--- src/rtl/smac_ctrl_pkg.sv ---
// Shared control definitions for the SMAC filter-group scheduler:
// FSM state encoding and grouping constants.
package smac_ctrl_pkg;

   typedef enum logic [2:0] {
      IDLE,
      CLEAR,
      LOAD,
      ISSUE,
      DONE
   } state_t;

   localparam int GRP_MAX = 4;   // filters per counter group
   localparam int IDX_W   = 5;   // absolute filter index width (32 filters)

endpackage

--- src/rtl/fil_group_sched.sv ---
// Filter-group scheduler: splits a job of num_fil filters into groups of up
// to four, programs the group counter and strobes one filter per ready cycle.
module fil_group_sched
   import smac_ctrl_pkg::*;
#(
   parameter int NFIL_W = 6
) (
   input  logic              clk,
   input  logic              rst_n,
   input  logic              start,
   input  logic [NFIL_W-1:0] num_fil,
   input  logic              abort,
   input  logic              acc_ready,
   output logic              cnt_clear,
   output logic              cnt_load,
   output logic [2:0]        max_val,
   output logic              valid_ac3,
   output logic [IDX_W-1:0]  fil_idx,
   output logic              busy,
   output logic              done
);

   localparam int GRP_W = IDX_W - 2;

   state_t            state;
   logic [NFIL_W-1:0] rem;
   logic [2:0]        gsz;
   logic [2:0]        grp_size;
   logic [1:0]        k;
   logic [GRP_W-1:0]  grp;
   logic              aborting;   // the CLEAR now in progress ends the job
   logic              active;
   logic              go;
   logic              strobe;
   logic              last_strobe;

   // NOTE: every signal written here gets a value on every path, so no latch is inferred.
   always_comb begin
      grp_size    = (rem >= NFIL_W'(GRP_MAX)) ? 3'(GRP_MAX) : rem[2:0];
      active      = (state != IDLE);
      go          = (state == IDLE) && start && !abort;
      strobe      = (state == ISSUE) && acc_ready && !abort;
      last_strobe = strobe && (({1'b0, k} + 3'd1) == gsz);
   end

   // Abort must suppress the strobe and load in the very cycle it arrives.
   assign busy      = active;
   assign cnt_clear = (state == CLEAR);
   assign cnt_load  = (state == LOAD) && !abort;
   assign max_val   = cnt_load ? grp_size : 3'd0;
   assign valid_ac3 = strobe;
   assign fil_idx   = (state == ISSUE) ? {grp, k} : '0;
   assign done      = (state == DONE) && !abort;

   // NOTE: sequential state uses non-blocking assignments so all flops update together.
   always_ff @(posedge clk or negedge rst_n) begin
      if (!rst_n) begin
         state <= IDLE;
      end else if (abort && active) begin
         state <= CLEAR;
      end else begin
         case (state)
            IDLE:    if (go) state <= (num_fil != '0) ? CLEAR : DONE;
            CLEAR:   state <= aborting ? IDLE : LOAD;
            LOAD:    state <= ISSUE;
            ISSUE:   if (last_strobe) state <= (rem != '0) ? LOAD : DONE;
            DONE:    state <= IDLE;
            default: state <= IDLE;
         endcase
      end
   end

   always_ff @(posedge clk or negedge rst_n) begin
      if (!rst_n) begin
         rem      <= '0;
         gsz      <= '0;
         k        <= '0;
         grp      <= '0;
         aborting <= 1'b0;
      end else begin
         aborting <= abort && active;
         if (go && (num_fil != '0)) begin
            rem <= num_fil;
            grp <= '0;
            k   <= '0;
         end else if ((state == LOAD) && !abort) begin
            gsz <= grp_size;
            rem <= rem - NFIL_W'(grp_size);
            k   <= '0;
         end else if (strobe) begin
            if (last_strobe) begin
               k <= '0;
               if (rem != '0) grp <= grp + GRP_W'(1);
            end else begin
               k <= k + 2'd1;
            end
         end
      end
   end

endmodule

--- config.mk ---
export PLATFORM = sky130hd
export DESIGN_NAME = fil_group_sched
export DESIGN_NICKNAME = d
export VERILOG_FILES = /design/src/rtl/smac_ctrl_pkg.sv /design/src/rtl/fil_group_sched.sv
export SDC_FILE = /design/constraint.sdc
export NUM_CORES = 1
export LEC_CHECK = 0
export CORE_ASPECT_RATIO = 1.2
export CORE_UTILIZATION = 45
export DETAILED_ROUTE_END_ITERATION = 10
export DONT_BUFFER_PORTS = 1
export GPL_TIMING_DRIVEN = 0
export REMOVE_ABC_BUFFERS = 1
export SYNTH_ARGS = -nofsm -noshare
export SYNTH_HDL_FRONTEND = slang
export SYNTH_SLANG_ARGS = --single-unit
--- constraint.sdc ---
create_clock -name clk -period 4.6 [get_ports clk]
set_clock_uncertainty 0.2 [all_clocks]
set_input_delay 0.46 -clock clk [delete_from_list [all_inputs] [get_ports clk]]
set_output_delay 0.46 -clock clk [all_outputs]
set_load 0.01 [all_outputs]
==> tab_implementation.tex, run 1 <==
\begin{tabular}{lr}
\hline
Metric & Value \\
\hline
\multicolumn{2}{l}{\textbf{Yosys}} \\
Post-synth ARST share & 100.0\% \\
Cells after synthesis & 116 \\
Synthesized area & 0.001110 mm² \\
Yosys top cell area share & 40.59\% \\
Flop and latch count out of synthesis & 18 \\
Synth area leader & sky130\_fd\_sc\_hd\_\_dfrtp\_1 \\
Cell types with the highest counts after synthesis & 18 x sky130\_fd\_sc\_hd\_\_dfrtp\_1, 10 x sky130\_fd\_sc\_hd\_\_nor2\_1, 9 x sky130\_fd\_sc\_hd\_\_nand2\_1 \\
Number of warning messages in the yosys log & 0 \\
EDFF count, synth & 0 \\
Most frequent cell after synthesis & sky130\_fd\_sc\_hd\_\_dfrtp\_1 \\
Syn\_area\_per\_cell & 9.567 µm² \\
Largest cells by area after synthesis & sky130\_fd\_sc\_hd\_\_dfrtp\_1 41\%, sky130\_fd\_sc\_hd\_\_and2\_1 3.4\%, sky130\_fd\_sc\_hd\_\_ha\_1 3.4\%, sky130\_fd\_sc\_hd\_\_nor2\_1 3.4\%, sky130\_fd\_sc\_hd\_\_nand2\_1 3.0\% \\
Sequential area share after synthesis & 40.59\% \\
Synth cell types & 43 \\
Top\_reg\_cell synth & sky130\_fd\_sc\_hd\_\_dfrtp\_1 \\
\multicolumn{2}{l}{\textbf{Placement}} \\
DP Cell Count & 145 \\
GPL Wtd Cong & 0.7999 \\
Dpl cell area & 0.001137 mm² \\
IO Port Bufs & 0 \\
DPL Wire Length & 1766 µm \\
\multicolumn{2}{l}{\textbf{STA}} \\
Final period utilization & 49.81\% \\
Crit path time final & 2.291 ns \\
Slew @ Worst Pin & 0.8248 ns \\
Unrepaired setup endpoints after global routing & false \\
Final TNS setup & 0 ns \\
Max Fclk & 436.4 MHz \\
Final-layout worst hold slack & 0.02695 ns \\
Headroom to the max-slew limit & 44.83\% \\
Final count of pins violating max slew & 0 \\
Final count of hold timing violations & 0 \\
Final setup violation count & 0 \\
\multicolumn{2}{l}{\textbf{Drt}} \\
Post-detailed-route wirelength per cell & 15.43 µm \\
Total routed wirelength & 2299 µm \\
Number of DRC violations after detailed routing & 0 \\
Post-DRT Antenna Nets & 0 \\
1st-iter DRT viols & 26 \\
Router iterations before antenna repair & 4 \\
Routed vias/inst & 6.081 \\
Total via count after detailed routing & 906 \\
\multicolumn{2}{l}{\textbf{Pwr}} \\
Leakage power total & 0.5534 nW \\
Design internal power & 0.3385 mW \\
Net switching fraction of the power & 42.87\% \\
Clk network pwr share & 13.0\% \\
Proportion of power drawn by combinational gates & 37.8\% \\
Sequential share of power & 49.2\% \\
Peak supply drop & 316.9 µV \\
Switching pwr & 0.2540 mW \\
Pwr dens & 506.4 mW/mm² \\
\multicolumn{2}{l}{\textbf{Global routing}} \\
Wire length of the first global-routing pass & 4084 µm \\
Maximum number of pins on one net before global-route repair & 19 \\
Initial antenna violation count & 0 \\
Via count of the first global-routing pass & 908 \\
Remaining global-route overflow & 0 \\
Total global-route track usage & 20.73\% \\
\multicolumn{2}{l}{\textbf{Clock network}} \\
Clock tree root driver cell & sky130\_fd\_sc\_hd\_\_clkbuf\_4 \\
Clock sink count & 18 \\
Worst-skew pair later-pin latency & 0.29 ns \\
Number of buffers created by CTS & 3 \\
Clock slew at the register clock pins of the worst setup and hold paths & 0.10 ns \\
Maximum buffer depth of the clock tree & 2 \\
Total number of H-tree levels & 1 \\
Number of setup buffers added after CTS & 0 \\
Clock tree from TritonCTS & built \\
\multicolumn{2}{l}{\textbf{Setup path}} \\
Setup crit start kind & register \\
Type of element capturing the critical path & primary output \\
R2R cell count & 7 \\
Sequence of cells on the critical path & nor4\_4 > and3\_1 \\
Critical Path RT & 3.94 ns \\
Start point of the critical path & rem[2] \\
Slowest stage cell on the critical path & sky130\_fd\_sc\_hd\_\_nor4\_4 \\
Origin of the critical flop-to-flop path & rem[2] \\
Crit path DAT & 1.63 ns \\
Largest driver fanout on the critical path & 9 \\
Type of the setup path with the least slack & reg -> out \\
Critical path's largest stage delay & 0.52 ns \\
\multicolumn{2}{l}{\textbf{Finish}} \\
Filler cell count in the final layout & 233 \\
Ratio of cells with drive above 1 in the final layout & 10.17\% \\
Total area of sequential cells & 450.4 µm² \\
Area of the multi-input gates & 620.6 µm² \\
Fin util & 50.73\% \\
Final instance area & 0.001170 mm² \\
N\_diodes & 0 \\
Non-filler instance count after layout & 149 \\
Synth-to-Final Area Change & 5.411\% \\
Final layout net count & 134 \\
\multicolumn{2}{l}{\textbf{Die}} \\
Core Box Area & 0.002306 mm² \\
Number of top-level pins & 24 \\
Die Wd & 47.34 µm \\
Starting density of the core & 48.13\% \\
Total die area & 0.002670 mm² \\
Row cnt & 19 \\
Height of the chip & 56.40 µm \\
\multicolumn{2}{l}{\textbf{Job}} \\
\# Max-Cap Violations & 0 \\
\multicolumn{2}{l}{\textbf{Hold path}} \\
Worst hold path depth & 1 \\
Min-delay worst type & in -> reg \\
Start point of the worst hold path & abort \\
\multicolumn{2}{l}{\textbf{Outcome}} \\
Outcome & finished clean \\
\hline
\end{tabular}
## state kept, by name, summed over array words and instances (netlist names)
name      count
aborting      1
k             2
state         3
grp           3
rem           6
gsz           3
## critical path, delay by kind of cell, from the launching register on
family / cells / cell delay (ns)
flops: 1 / 0.49
simple gates: 2 / 0.85
## layout make-up
cell class	count	area share, %
tap	31	3.316
inverter	7	2.353
sequential	18	38.50
timing repair buffer	1	0.8556
multi-input combinational	89	53.05
clock buffer	3	1.925
## stage by stage
step / total power [mW] / worst slack, ns
finish: 0.5925 / 2.309
global route: 0.6491 / 2.157
CTS: 0.5983 / 2.299
detailed placement: 0.5172 / 2.402
global placement: 0.5092 / 2.440
floorplan: 0.4601 / 2.578
## routing by layer
layer / track usage [%] / vias up / wire, µm
li1: - / 444 / -
met1: 28.45 / 439 / 1028
met2: 31.90 / 19 / 1125
met3: 4.502 / 4 / 117
met4: 6.122 / 0 / 27
met5: 0 / - / 0
## power by group through the flow
stage                     registers, mW  logic, mW  clock network (mW)
after floorplan                   0.274      0.186                   0
after global placement            0.292      0.217                   0
after detailed placement          0.294      0.223                   0
after CTS                         0.290      0.228              0.0804
after global routing              0.303      0.261              0.0857
final                             0.291      0.224              0.0772
## logic make-up (layout without fill, tap and decap cells)
kind of cell    after synthesis  count (layout)  share of synthesized area [%]
compound gates               22              22                          15.11
xor+xnor                      3               3                          2.368
fa+ha+maj                     3               3                          3.383
buf+inv                       9              11                          3.494
flops                        18              18                          40.59
mux                           3               3                          2.706
other cells                   1               1                         0.3379
simple gates                 57              57                          32.02
## worst paths after layout
kind	end	slack, ns
worst min-delay path	state[2]	0.03
worst min register to register	grp[2]	0.28
max in group asynchronous	rem[0]	3.19
worst max-delay path	max_val[1]	2.31
min in group asynchronous	grp[1]	0.50
worst max register to register	rem[4]	2.36
## cells in the final DEF, fill, tap and decap left out, drive strengths merged, types with 4 or more instances in the layout
cell type  instances
nor2              10
inv                6
o21ai              5
nand2             10
and2               6
dfrtp             18
nor3               4
or4                5
and3               5
## what timing repair did
| action | in CTS | in global routing |
|---|---|---|
| hold endpoints to repair | 18 | 0 |
| hold buffers | 1 | 0 |
| gates resized for setup | 0 | 0 |
Note: power is estimated with default switching activity, not from simulation.
==> inputs of run 2 (changes only) <==
- clock period: 4.6 -> 1.93 ns (I/O delays scaled with it)
==> tab_implementation.tex, run 2 (same netlist as run 1, synthesis figures left out) <==
\begin{tabular}{lr}
\hline
Metric & Value \\
\hline
\multicolumn{2}{l}{\textbf{Outcome}} \\
Outcome & complete, but fails checks \\
Violations in the final reports & setup timing \\
\multicolumn{2}{l}{\textbf{Placement}} \\
GPL Wtd Cong & 0.7999 (unchanged) \\
DPL Wire Length & 1766 µm (unchanged) \\
IO Port Bufs & 0 (unchanged) \\
\multicolumn{2}{l}{\textbf{Global routing}} \\
Initial antenna violation count & 0 (unchanged) \\
Remaining global-route overflow & 0 (unchanged) \\
Wire length of the first global-routing pass & 5071 µm (+24\%) \\
Total global-route track usage & 26.42\% (+5.7 points) \\
Via count of the first global-routing pass & 1,050 (+16\%) \\
Maximum number of pins on one net before global-route repair & 19 (unchanged) \\
\multicolumn{2}{l}{\textbf{Clock network}} \\
Maximum buffer depth of the clock tree & 2 (unchanged) \\
Clock tree root driver cell & sky130\_fd\_sc\_hd\_\_clkbuf\_4 \\
Clock sink count & 18 (unchanged) \\
Total number of H-tree levels & 1 (unchanged) \\
Worst-skew pair later-pin latency & 0.29 ns (about the same) \\
Number of buffers created by CTS & 3 (unchanged) \\
Clock tree from TritonCTS & built \\
Clock slew at the register clock pins of the worst setup and hold paths & 0.10 ns (about the same) \\
\multicolumn{2}{l}{\textbf{Drt}} \\
Total routed wirelength & 3292 µm (+43\%) \\
Post-DRT Antenna Nets & 0 (unchanged) \\
Total via count after detailed routing & 1,103 (+22\%) \\
Post-detailed-route wirelength per cell & 18.49 µm (+20\%) \\
Routed vias/inst & 6.197 (+1.9\%) \\
1st-iter DRT viols & 48 (+85\%) \\
Number of DRC violations after detailed routing & 0 (unchanged) \\
Router iterations before antenna repair & 4 (unchanged) \\
\multicolumn{2}{l}{\textbf{Setup path}} \\
Largest driver fanout on the critical path & 3 (-6) \\
Type of the setup path with the least slack & reg -> reg \\
Largest delay contributor family on the critical path & simple AND/OR/NAND/NOR gates \\
Critical path's largest stage delay & 0.55 ns (+0.03 ns) \\
Critical Path RT & 1.91 ns (-2.03 ns) \\
Setup crit start kind & register \\
Type of element capturing the critical path & register \\
Crit path DAT & 2.02 ns (+0.39 ns) \\
Total buffers and inverters traversed by the critical path & 0 (unchanged) \\
Sequence of cells on the critical path & or4\_4 > nand2\_4 > ha\_4 > o21ai\_1 > nand2\_2 > a211oi\_2 > a221o\_1 \\
Slowest stage cell on the critical path & sky130\_fd\_sc\_hd\_\_or4\_4 \\
\multicolumn{2}{l}{\textbf{STA}} \\
Unrepaired setup endpoints after global routing & true \\
Final period utilization & 105.5\% \\
Final count of hold timing violations & 0 (unchanged) \\
Final setup violation count & 3 (+3) \\
Final count of pins violating max slew & 0 (unchanged) \\
Final TNS setup & -0.1705 ns (-0.1705 ns) \\
Slew @ Worst Pin & 0.8288 ns (+0.004004 ns) \\
Minimum setup slack in the final design & -0.1066 ns (-2.415 ns) \\
Crit path time final & 2.037 ns \\
Headroom to the max-slew limit & 44.56\% (-0.27 points) \\
Max Fclk & 491.0 MHz \\
\multicolumn{2}{l}{\textbf{Pwr}} \\
Clk network pwr share & 9.9\% (-3.1 points) \\
Net switching fraction of the power & 42.82\% (-0.048 points) \\
Proportion of power drawn by combinational gates & 54.6\% (+17 points) \\
Design internal power & 1.093 mW (+220\%) \\
Tot Pwr & 1.911 mW (+220\%) \\
Sequential share of power & 35.5\% (-14 points) \\
Switching pwr & 0.8182 mW (+220\%) \\
Pwr dens & 1245 mW/mm² (+150\%) \\
Peak supply drop & 904.9 µV (+190\%) \\
Leakage power total & 0.6914 nW (+25\%) \\
\multicolumn{2}{l}{\textbf{Hold path}} \\
Min-delay worst type & in -> reg \\
\multicolumn{2}{l}{\textbf{Die}} \\
Row cnt & 19 (unchanged) \\
Height of the chip & 56.40 µm (unchanged) \\
Starting density of the core & 48.13\% (unchanged) \\
Number of top-level pins & 24 (unchanged) \\
Total die area & 0.002670 mm² (unchanged) \\
Die Wd & 47.34 µm (unchanged) \\
Core Box Area & 0.002306 mm² (unchanged) \\
\multicolumn{2}{l}{\textbf{Finish}} \\
Register bank with the most flops & rem \\
Synth-to-Final Area Change & 38.33\% \\
Most frequent standard cell in the layout excluding fill and tap cells & sky130\_fd\_sc\_hd\_\_buf\_4 \\
Max reg flops & 6 (unchanged) \\
Highest-count cells in the layout ignoring fill and taps & 18 x sky130\_fd\_sc\_hd\_\_buf\_4, 12 x sky130\_fd\_sc\_hd\_\_dfrtp\_1, 11 x sky130\_fd\_sc\_hd\_\_dlygate4sd3\_1, 9 x sky130\_fd\_sc\_hd\_\_nor2\_1, 8 x sky130\_fd\_sc\_hd\_\_nand2\_1 \\
N\_diodes & 0 (unchanged) \\
Ratio of cells with drive above 1 in the final layout & 36.05\% (+26 points) \\
Final layout net count & 163 (+22\%) \\
\multicolumn{2}{l}{\textbf{Job}} \\
\# Max-Cap Violations & 0 (unchanged) \\
\hline
\end{tabular}
[run 2: changes by cell type in the layout (fill, tap and decap cells not counted), moves of 6 or more]
cell	before	now
sky130_fd_sc_hd__buf_4	0	18
sky130_fd_sc_hd__dfrtp_1	18	12
sky130_fd_sc_hd__dlygate4sd3_1	1	11
sky130_fd_sc_hd__dfrtp_2	0	6
[run 2: tightest hold or removal path, cell delays in order]
cell and delay (ns):
sky130_fd_sc_hd__a41oi_1 0.14, sky130_fd_sc_hd__nand2_1 0.07, sky130_fd_sc_hd__o21ai_0 0.08
[run 2: final cells by class]
class                           instances  area (µm²)
Clock buffer                            3       22.52
Fill cell                             198       770.7
Inverter                                7       33.78
Multi-Input combinational cell         89       725.7
Sequential cell                        18       457.9
Tap cell                               31       38.79
Timing Repair Buffer                   30       256.5
[run 2: path summary, 6_finish.rpt]
kind | startpoint | endpoint | slack (ns) | cells after the start
worst max-delay path | rem[3] | rem[2] | -0.11 | 7
worst min-delay path | acc_ready | state[1] | 0.02 | 3
worst max register to register | rem[3] | rem[2] | -0.11 | 7
worst min register to register | grp[2] | grp[2] | 0.28 | 1
max in group asynchronous | rst_n | rem[2] | 0.73 | 1
min in group asynchronous | rst_n | grp[2] | 0.23 | 1
[run 2: power groups by stage]
stage | logic (mW) | registers, mW | clock network (mW)
2_1_floorplan | 0.444 | 0.653 | 0
3_3_place_gp | 0.518 | 0.695 | 0
3_5_place_dp | 0.531 | 0.702 | 0
4_1_cts | 0.801 | 0.654 | 0.192
5_1_grt | 1.13 | 0.690 | 0.206
6_report | 1.04 | 0.679 | 0.189
[run 2: repair_timing]
action / 4_1_cts / 5_1_grt
gates resized for setup: 13 / 18
pin swaps: 5 / 8
hold buffers: 11 / 0
gates cloned: 0 / 0
buffers inserted: 11 / 8
setup endpoints to repair: 7 / 12
hold endpoints to repair: 31 / 0
[run 2: layer usage]
layer | vias up | global-route usage, % | share of wire (%) | wire (µm)
met3 | 17 | 5.145 | 6.3 | 208
met4 | 0 | 7.755 | 3.4 | 113
met1 | 541 | 36.85 | 39 | 1288
li1 | 490 | - | - | -
met5 | - | 0 | 0 | 0
met2 | 55 | 40.51 | 51 | 1682
[run 2: metrics by stage]
| step | util (%) | std cells | cell area, µm² | hold WS (ns) | setup slack, ns |
|---|---|---|---|---|---|
| CTS | 60.07 | 170 | 1385 | 0.008863 | 0.005412 |
| global route | 66.58 | 178 | 1535 | 0.04283 | -0.1435 |
| global placement | 49.32 | 145 | 1137 | -0.3022 | -0.2305 |
| finish | 66.58 | 178 | 1535 | 0.02172 | -0.1066 |
| detailed placement | 49.32 | 145 | 1137 | -0.3021 | -0.2684 |
| floorplan | - | 114 | 1099 | -0.3026 | -0.09240 |
==> inputs of run 3 (changes only) <==
- CELL_PAD_IN_SITES_DETAIL_PLACEMENT: default -> 1
- CELL_PAD_IN_SITES_GLOBAL_PLACEMENT: default -> 1
- CORE_UTILIZATION: 45 -> 42
- PLACE_DENSITY_LB_ADDON: default -> 0.1
==> tab_implementation.tex, run 3 (same netlist as run 1, synthesis figures left out) <==
\begin{tabular}{lr}
\hline
Metric & Value \\
\hline
\multicolumn{2}{l}{\textbf{Outcome}} \\
Outcome & complete, but fails checks \\
Violations in the final reports & setup timing \\
\multicolumn{2}{l}{\textbf{STA}} \\
Final count of hold timing violations & 0 (unchanged) \\
Final-layout worst hold slack & 0.001508 ns (-0.02021 ns) \\
Final period utilization & 104.1\% (-1.4 points) \\
Final count of pins violating max slew & 0 (unchanged) \\
Max Fclk & 497.8 MHz (+1.4\%) \\
Slew @ Worst Pin & 0.8775 ns (+0.04868 ns) \\
Minimum setup slack in the final design & -0.07886 ns (+0.02774 ns) \\
Final setup violation count & 5 (+2) \\
Final TNS setup & -0.2737 ns (-0.1032 ns) \\
Unrepaired setup endpoints after global routing & true \\
Headroom to the max-slew limit & 41.31\% (-3.3 points) \\
Crit path time final & 2.009 ns (-0.02774 ns) \\
\multicolumn{2}{l}{\textbf{Placement}} \\
Minimum setup slack after placement & -0.3200 ns (-0.05156 ns) \\
GPL Wtd Cong & 0.7243 (-9.5\%) \\
DPL Wire Length & 2072 µm (+17\%) \\
Dpl cell area & 0.001140 mm² (+0.22\%) \\
IO Port Bufs & 0 (unchanged) \\
\multicolumn{2}{l}{\textbf{Setup path}} \\
Largest driver fanout on the critical path & 4 (+1) \\
Crit path DAT & 1.62 ns (-0.40 ns) \\
Type of element capturing the critical path & primary output \\
Origin of the critical flop-to-flop path & rem[4] \\
Critical Path RT & 1.54 ns (-0.37 ns) \\
Start point of the critical path & rem[4] \\
Type of the setup path with the least slack & reg -> out \\
Setup crit start kind & register \\
\multicolumn{2}{l}{\textbf{Pwr}} \\
Pwr dens & 1217 mW/mm² (-2.2\%) \\
Tot Pwr & 1.776 mW (-7.1\%) \\
Peak supply drop & 648.9 µV (-28\%) \\
Leakage power total & 0.6555 nW (-5.2\%) \\
\multicolumn{2}{l}{\textbf{Finish}} \\
Highest-count cells in the layout ignoring fill and taps & 12 x sky130\_fd\_sc\_hd\_\_dfrtp\_1, 12 x sky130\_fd\_sc\_hd\_\_buf\_4, 11 x sky130\_fd\_sc\_hd\_\_dlygate4sd3\_1, 10 x sky130\_fd\_sc\_hd\_\_nor2\_1, 8 x sky130\_fd\_sc\_hd\_\_nand2\_1 \\
Filler cell count in the final layout & 289 (+46\%) \\
Synth-to-Final Area Change & 31.45\% \\
Final layout net count & 157 (-3.7\%) \\
N\_diodes & 0 (unchanged) \\
Total area of sequential cells & 457.9 µm² (unchanged) \\
Ratio of cells with drive above 1 in the final layout & 31.21\% (-4.8 points) \\
Area of the multi-input gates & 694.4 µm² (-4.3\%) \\
Max reg flops & 6 (unchanged) \\
Register bank with the most flops & rem \\
Final instance area & 0.001459 mm² (-5.0\%) \\
\multicolumn{2}{l}{\textbf{Clock network}} \\
Clock sink count & 18 (unchanged) \\
Maximum buffer depth of the clock tree & 2 (unchanged) \\
Worst-skew pair later-pin latency & 0.29 ns (about the same) \\
Number of buffers created by CTS & 3 (unchanged) \\
Clock slew at the register clock pins of the worst setup and hold paths & 0.10 ns (about the same) \\
Clock tree from TritonCTS & built \\
Clock tree root driver cell & sky130\_fd\_sc\_hd\_\_clkbuf\_4 \\
Total number of H-tree levels & 1 (unchanged) \\
\multicolumn{2}{l}{\textbf{Hold path}} \\
Min-delay worst type & in -> reg \\
Start point of the worst hold path & acc\_ready \\
\multicolumn{2}{l}{\textbf{Die}} \\
Die Wd & 48.93 µm (+3.4\%) \\
Number of top-level pins & 24 (unchanged) \\
Core Box Area & 0.002527 mm² (+9.6\%) \\
Row cnt & 20 (+1) \\
Total die area & 0.002853 mm² (+6.9\%) \\
Height of the chip & 58.31 µm (+3.4\%) \\
Starting density of the core & 43.91\% (-4.2 points) \\
\multicolumn{2}{l}{\textbf{Global routing}} \\
Wire length of the first global-routing pass & 5037 µm (-0.67\%) \\
Via count of the first global-routing pass & 1,051 (+0.095\%) \\
Remaining global-route overflow & 0 (unchanged) \\
Maximum number of pins on one net before global-route repair & 19 (unchanged) \\
Initial antenna violation count & 0 (unchanged) \\
Total global-route track usage & 24.55\% (-1.9 points) \\
\multicolumn{2}{l}{\textbf{Drt}} \\
Post-DRT Antenna Nets & 0 (unchanged) \\
Router iterations before antenna repair & 6 (+2) \\
Routed vias/inst & 5.695 (-8.1\%) \\
Post-detailed-route wirelength per cell & 18.82 µm (+1.7\%) \\
Number of DRC violations after detailed routing & 0 (unchanged) \\
Total via count after detailed routing & 991 (-10\%) \\
Total routed wirelength & 3274 µm (-0.55\%) \\
1st-iter DRT viols & 18 (-63\%) \\
\multicolumn{2}{l}{\textbf{Job}} \\
\# Max-Cap Violations & 0 (unchanged) \\
\hline
\end{tabular}
run 3: cell type report:
cell class | count | area share, %
inverters | 7 | 2.144
well taps | 33 | 2.830
repair buffers | 24 | 14.49
flip-flops and latches | 18 | 31.39
clock buffers | 3 | 1.544
multi-input cells | 89 | 47.60
run 3: worst paths after layout:
| kind | to | slack [ns] | cells after the start |
|---|---|---|---|
| setup / recovery | max_val[1] | -0.08 | 4 |
| max in group asynchronous | state[1] | 0.68 | 1 |
| hold / removal | grp[2] | 0.002 | 4 |
| min in group asynchronous | grp[2] | 0.26 | 1 |
| hold reg to reg | grp[2] | 0.30 | 1 |
| setup reg to reg | rem[2] | -0.06 | 7 |
run 3: routing by layer:
layer  routed length (µm)  track usage, %  up-vias
met5                    0               0        -
met1                 1253           24.96      491
met3                   73           3.359        2
li1                     -               -      481
met2                 1926           50.00       17
met4                   21           9.664        0
run 3: stage by stage:
stage,instances,utilization [%]
global placement,147,45.10
floorplan,114,-
CTS,172,55.50
detailed placement,147,45.10
finish,174,57.72
global route,174,57.72
run 3: power by group:
group | total (mW) | internal [mW] | switching, mW
registers | 0.677 | 0.514 | 0.163
logic | 0.912 | 0.433 | 0.480
clock network | 0.187 | 0.0725 | 0.114
run 3: critical path: stages, from the launching register on:
cell,delay (ns)
sky130_fd_sc_hd__dfrtp_1,0.42
sky130_fd_sc_hd__buf_4,0.17
sky130_fd_sc_hd__nor4_4,0.34
sky130_fd_sc_hd__buf_4,0.19
sky130_fd_sc_hd__and3_4,0.21
run 3: repair_timing:
item,CTS,global route
setup buffers,11,2
hold buffers,11,0
endpoints found under the setup margin,9,12
endpoints found under the hold margin,29,0
pin swaps,7,2
cloned,0,0
resized for setup,16,9
